==> src/rtl/stream_acc_pkg.sv <==
// Shared types and default parameters for the stream accumulator.
package stream_acc_pkg;

    localparam int unsigned DEF_DATA_W   = 32;
    localparam int unsigned DEF_ACC_W    = 32;
    localparam int unsigned DEF_LEN_W    = 16;
    localparam bit          DEF_SATURATE = 1'b0;
    localparam int unsigned FRAME_CNT_W  = 32;

    typedef enum logic {
        ACCUM = 1'b0,
        EMIT  = 1'b1
    } state_e;

endpackage

==> src/rtl/sat_adder.sv <==
// Unsigned ACC_W adder with carry detection; wraps or clamps on carry.
module sat_adder
    import stream_acc_pkg::*;
#(
    parameter int unsigned ACC_W    = DEF_ACC_W,
    parameter bit          SATURATE = DEF_SATURATE
) (
    input  logic [ACC_W-1:0] a,
    input  logic [ACC_W-1:0] b,
    output logic [ACC_W-1:0] sum,
    output logic             ovf
);

    logic [ACC_W:0] full_sum;

    always_comb begin
        full_sum = {1'b0, a} + {1'b0, b};
        ovf      = full_sum[ACC_W];
        sum      = full_sum[ACC_W-1:0];
        if (SATURATE && ovf) begin
            sum = '1;
        end
    end

endmodule

==> src/rtl/stream_accumulator.sv <==
// Sums fixed-length frames of an input stream and offers each frame sum downstream.
module stream_accumulator
    import stream_acc_pkg::*;
#(
    parameter int unsigned DATA_W   = DEF_DATA_W,
    parameter int unsigned ACC_W    = DEF_ACC_W,
    parameter int unsigned LEN_W    = DEF_LEN_W,
    parameter bit          SATURATE = DEF_SATURATE
) (
    input  logic                   clk,
    input  logic                   reset,
    input  logic [LEN_W-1:0]       io_cfg_len,
    input  logic                   io_streamInput_valid,
    output logic                   io_streamInput_ready,
    input  logic [DATA_W-1:0]      io_streamInput_bits,
    output logic                   io_streamOutput_valid,
    input  logic                   io_streamOutput_ready,
    output logic [ACC_W-1:0]       io_streamOutput_bits,
    output logic                   io_streamOutput_overflow,
    output logic [ACC_W-1:0]       io_out,
    output logic [FRAME_CNT_W-1:0] io_frameCount
);

    state_e                 state_q, state_d;
    logic [ACC_W-1:0]       acc_q, acc_d;
    logic                   ovf_q, ovf_d;
    logic [LEN_W-1:0]       idx_q, idx_d;
    logic [LEN_W-1:0]       len_q, len_d;
    logic [FRAME_CNT_W-1:0] frames_q, frames_d;

    logic             in_fire;
    logic             out_fire;
    logic             first_elem;
    logic [LEN_W-1:0] cfg_len;
    logic [LEN_W-1:0] eff_len;
    logic [LEN_W-1:0] idx_next;
    logic [ACC_W-1:0] add_a;
    logic [ACC_W-1:0] add_b;
    logic [ACC_W-1:0] add_sum;
    logic             add_ovf;

    // In EMIT a new element may only enter when the pending result leaves
    assign io_streamInput_ready = (state_q == ACCUM) ? 1'b1 : io_streamOutput_ready;
    assign io_streamOutput_valid = (state_q == EMIT);
    assign in_fire  = io_streamInput_valid & io_streamInput_ready;
    assign out_fire = io_streamOutput_valid & io_streamOutput_ready;

    // Index is held at 0 in EMIT, so any element accepted there opens a new frame
    assign first_elem = (idx_q == '0);
    assign cfg_len    = (io_cfg_len == '0) ? LEN_W'(1) : io_cfg_len;
    assign eff_len    = first_elem ? cfg_len : len_q;
    assign idx_next   = idx_q + LEN_W'(1);
    assign add_a      = first_elem ? '0 : acc_q;
    assign add_b      = ACC_W'(io_streamInput_bits);

    sat_adder #(
        .ACC_W    (ACC_W),
        .SATURATE (SATURATE)
    ) u_sat_adder (
        .a   (add_a),
        .b   (add_b),
        .sum (add_sum),
        .ovf (add_ovf)
    );

    always_comb begin
        state_d  = state_q;
        acc_d    = acc_q;
        ovf_d    = ovf_q;
        idx_d    = idx_q;
        len_d    = len_q;
        frames_d = frames_q;

        if (out_fire) begin
            frames_d = frames_q + FRAME_CNT_W'(1);
            state_d  = ACCUM;
            acc_d    = '0;
            ovf_d    = 1'b0;
            idx_d    = '0;
        end

        if (in_fire) begin
            acc_d   = add_sum;
            ovf_d   = (~first_elem & ovf_q) | add_ovf;
            len_d   = eff_len;
            state_d = ACCUM;
            idx_d   = idx_next;
            if (idx_next == eff_len) begin
                state_d = EMIT;
                idx_d   = '0;
            end
        end
    end

    always_ff @(posedge clk or negedge reset) begin
        if (!reset) begin
            state_q  <= ACCUM;
            acc_q    <= '0;
            ovf_q    <= 1'b0;
            idx_q    <= '0;
            len_q    <= LEN_W'(1);
            frames_q <= '0;
        end else begin
            state_q  <= state_d;
            acc_q    <= acc_d;
            ovf_q    <= ovf_d;
            idx_q    <= idx_d;
            len_q    <= len_d;
            frames_q <= frames_d;
        end
    end

    assign io_streamOutput_bits     = acc_q;
    assign io_streamOutput_overflow = ovf_q;
    assign io_out                   = acc_q;
    assign io_frameCount            = frames_q;

endmodule

==> config.mk <==
export PLATFORM = sky130hd
export DESIGN_NAME = stream_accumulator
export DESIGN_NICKNAME = d
export VERILOG_FILES = /design/src/rtl/stream_acc_pkg.sv /design/src/rtl/sat_adder.sv /design/src/rtl/stream_accumulator.sv
export SDC_FILE = /design/constraint.sdc
export NUM_CORES = 1
export LEC_CHECK = 0
export CORE_UTILIZATION = 56
export DETAILED_ROUTE_END_ITERATION = 8
export PLACE_DENSITY = 0.87
export SYNTH_ARGS = -nofsm -noshare
export SYNTH_HDL_FRONTEND = slang
export SYNTH_HIERARCHICAL = 1
export SYNTH_SLANG_ARGS = --single-unit
==> constraint.sdc <==
create_clock -name clk -period 6.7 [get_ports clk]
set_clock_uncertainty 0.15 [all_clocks]
set_input_delay 1.675 -clock clk [delete_from_list [all_inputs] [get_ports clk]]
set_output_delay 1.675 -clock clk [all_outputs]
set_load 0.02 [all_outputs]
Word level (Yosys, flattened, before mapping) --
Cells that the tools add are included.
Word-level totals: output and inout bits 99, word-level logic and storage cells 31, bits in registers 98, input port bits 52
Operators by class: mux-type cells 13, reduce and logical (&&, ||, !) cells 3, add/subtract/negate cells 3, equal/unequal tests 1, bitwise gates (word level) 5
Operators with widths (number):
- $mux W32 | 3
- $mux W16 | 5
- $add A32 B32 Y33 | 1
- $add A32 B1 Y32 const B | 1
- $logic_not A16 Y1 | 2
- $add A16 B1 Y16 const B | 1
- $eq A16 B16 Y1 | 1
- $mux W1 | 5
- $and A1 B1 Y1 | 3
- $reduce_bool A2 Y1 | 1
- $not A1 Y1 | 1
- $or A1 B1 Y1 | 1

Depth between registers and ports, before layout --
depth in word-level cells 6, depth in mapped cells 19, depth with buffers taken out 16

By module --
The synthesis kept the hierarchy.
By module, submodules not included:
- stream_accumulator | sequential area each 2453.6 um2, cells each 482, area each 5106.1 um2, times used 1
- sat_adder | sequential area each 0.0 um2, cells each 272, area each 1926.8 um2, times used 1

Worst setup path after synthesis --
No wires, ideal clock.
kind register to register, start register idx_q[7], end register acc_q[29], in the netlist io_out[29], data required time 6.429 ns, arrival 4.161 ns, buffers on the path 5, path slack 2.268 ns, clock period less this slack 4.432 ns, stages on the path, launching flop included 17, library setup time 0.121 ns, cell sequence dfrtp_1 > buf_2 > or4_1 > or4_1 > buf_2 > clkbuf_1 > clkbuf_1 > and2_1 > ha_1 > buf_6 > a21o_1 > or2_1 > or3_4 > o32ai_4 > o211ai_2 > xor2_1 > a22o_1
On the way: word-level cells in the longest chain between the ends 4
Ends and longest elaborated chain:
- from (decl) | RTL line stream_accumulator.sv:27 | logic [LEN_W-1:0] idx_q, idx_d;
- from (signal assigned) | RTL line stream_accumulator.sv:107 | idx_q <= idx_d;
- $logic_not A16 Y1 | RTL line stream_accumulator.sv:49 | assign first_elem = (idx_q == '0);
- $mux W32 | RTL line stream_accumulator.sv:53 | assign add_a = first_elem ? '0 : acc_q;
- via add_a[19] | RTL line stream_accumulator.sv:37 | logic [ACC_W-1:0] add_a;
- $add A32 B32 Y33 | RTL line sat_adder.sv:17 | full_sum = {1'b0, a} + {1'b0, b};
- via add_sum[29] | RTL line stream_accumulator.sv:39 | logic [ACC_W-1:0] add_sum;
- $mux W32 | RTL line stream_accumulator.sv:82 | if (in_fire) begin
- to (signal assigned) | RTL line stream_accumulator.sv:98 | acc_q <= '0;
- to (signal assigned) | RTL line stream_accumulator.sv:105 | acc_q <= acc_d;
- to (decl) | RTL line stream_accumulator.sv:25 | logic [ACC_W-1:0] acc_q, acc_d;
The timed path passes the listed nets, and every way through them passes these cells. A chain may end at the register's enable or synchronous reset.

Worst setup path in the final report --
start input io_streamOutput_ready, end output io_streamInput_ready
On the way: word-level cells in the longest chain between the ends 1
Ends and longest elaborated chain:
- from (decl) | RTL line stream_accumulator.sv:17 | input logic io_streamOutput_ready,
- $mux W1 | RTL line stream_accumulator.sv:43 | assign io_streamInput_ready = (state_q == ACCUM) ? 1'b1 : io_streamOutput_ready;
- to (decl) | RTL line stream_accumulator.sv:14 | output logic io_streamInput_ready,
Every way passes these cells.

==> results.cfg <==
[status]
status = complete, no violations

[logic_synthesis]
post-synth-top-area-cell = dfrtp_1
syn-num-nets = 842
netlist_area_um2 = 7030
synth_ff_type = dfrtp_1
avgSynthCellArea_um2 = 9.33
synth-async-reset-ratio_pct = 100
yosysSeqAreaShare_pct = 34.9
ys_top_cells_by_area = dfrtp_1 (35%), xnor2_1 (7.1%), ha_1 (6.2%), a22o_1 (4.4%), xor2_1 (3.7%)
ys.warnings.count = 6
ys_types = 72
netlist_instances = 754
synth_edf_count = 0
synth-seq-cells = 98
yosys.area.top_type_share_pct = 34.5

[floorplan]
core_um2 = 12100
fp-row-count = 40
initial_core_util_pct = 58.1
dieWidth_um = 114
die_area_um2 = 13000
io-pin-count = 151
die_h_um = 114

[route]
wl_per_cell_um = 17.7
vias_per_cell = 6.03
vias = 6200
wl_mm = 18.2
drtIter0Drc = 437
dr.pass1.iters = 5
final_antenna_net_count = 0
drc = 0

[power]
ir_worst_vdd_uv = 273
powerDensity_nw_per_um2 = 431
power.leakage_nw = 3.81
total_power_w = 0.00374

[cts]
cts_hold_buf = 0
path_clk_slew_ps = 70
clockBufferDepth = 2
root_buffer = clkbuf_16
htreeDepth = 3
clock_latency_ps = 350
cts_resized = 0
cts_buffers = 9
post_cts_buffers = 0
clock_sinks = 98
cts_tree = built

[placed_design]
gp_congestion = 0.949
place_hpwl_mm = 13.4
dpl.cell_count = 1012
numPortBuffers = 150

[global_route]
grt_overflow = 0
grt_max_degree = 76
grt_use_total_pct = 28.3
first_global_vias = 6106
antenna_found_initial = 0
grt_pass1_wl_mm = 29.3

[critical_path]
endpoint_kind = primary output
crit_type = input port to primary output
cp_data_arrival_time_ps = 3230
cp-start-kind = input port
critPathRequiredTime_ps = 4880
crit_fanout = 5

[sta]
tightest_slew_ps = 1010
finalMaxSlewViolations = 0
rsz0062_at_grt = false
setup_tns_ps = 0
slew_headroom_pct = 32.4
final_hold_viol_count = 0
setup-violations-final = 0
period_minus_slack_ps = 5050
layout_worst_path_cycle_share_pct = 75.4
fmax_mhz = 198

[cells_and_area]
antenna_cells = 0
final_cell_mix = clkdlybuf4s50_1 (149), dfrtp_1 (97), xnor2_1 (57), nand2_1 (56), nor2_1 (42)
drive_gt1_share_pct = 4.65
syn2layout_area_growth_pct = 23.6
nets = 943
finalNonFillerCells = 1028
layout_commonest_cell = clkdlybuf4s50_1
nFillCells = 914

[run]
maxCapViolCount = 0

[worst_hold_path]
hold_class = flop to flop
## state kept, by name (all words and copies together) (netlist names)
register,flops
len_q,16
idx_q,16
io_streamOutput_overflow,1
io_out,32
io_streamOutput_valid,1
io_frameCount,32
## final cells by class
class | count | area [um2] | share of cell area, %
repair buffers | 154 | 1530 | 17.6
multi-input cells | 576 | 4140 | 47.7
clock inverters | 5 | 63.8 | 0.734
flip-flops and latches | 98 | 2450 | 28.2
well taps | 168 | 210 | 2.42
inverters | 16 | 60.1 | 0.691
clock buffers | 11 | 233 | 2.68
## cell usage after synthesis, types with 3 or more instances
master and count:
mux2i_1 16, nand2b_1 7, buf_4 32, nor4_1 6
buf_6 3, xnor2_1 57, xor2_1 30, or4_1 5
a31oi_1 5, and3_1 15, a211oi_1 9, ha_1 35
a21o_1 15, nor2_1 42, o211ai_1 6, buf_2 4
clkbuf_1 24, dfrtp_1 97, a221o_1 7, nand4_1 12
nor3_1 15, and2_1 41, mux2_1 15, nand2_1 56
a21oi_1 39, a22o_1 35, or3_1 3, o21ai_1 8
o31ai_1 4, o21ai_0 16, nand3_1 31, inv_1 15
o2111ai_1 3
## where the power goes
group	total [W]	switching [W]	internal, W
Sequential	0.000932	0.000171	0.000761
Combinational	0.00228	0.00121	0.00107
Clock	0.000532	0.000239	0.000294
## critical path, stage by stage
cell	delay [ps]
clkdlybuf4s50_1	640
nand2b_1	240
clkdlybuf4s50_1	670
## cells by family (layout without fill, tap and decap cells)
family	after synthesis	in the layout	synth area share [%]
simple gates	249	249	18.6
xor+xnor	87	87	10.8
fa+ha+maj	36	36	6.51
compound gates	172	172	18.0
flops	98	98	34.9
mux	32	32	4.84
buf+inv	80	186	6.37
## layer usage
layer | share of wire, % | up-vias | global-route usage [%]
met5 | 0 | - | 0
met4 | 2.9 | 0 | 12.1
met3 | 6.2 | 51 | 4.02
met2 | 49 | 267 | 47.2
met1 | 42 | 2985 | 36.8
li1 | - | 2897 | -
## path summary, 6_finish.rpt
kind | slack [ps] | cells after the start | endpoint | startpoint
setup reg to reg | 1700 | 14 | io_out[28] | idx_q[0]
max in group asynchronous | 4100 | 2 | io_frameCount[7] | reset
hold reg to reg | 330 | 1 | io_frameCount[31] | io_frameCount[31]
min in group asynchronous | 1070 | 1 | io_out[22] | reset
setup / recovery | 1650 | 3 | io_streamInput_ready | io_streamOutput_ready
hold / removal | 330 | 1 | io_frameCount[31] | io_frameCount[31]
## per-stage QoR
stage	utilization, %	area [um2]	hold slack [ps]	setup slack [ps]
global placement	69.3	8400	308	1680
CTS	71.8	8690	332	1650
global route	71.8	8690	337	1400
finish	71.8	8690	327	1650
floorplan	-	7030	302	2270
detailed placement	69.3	8400	323	1650
(Power assumes the default switching activity.)
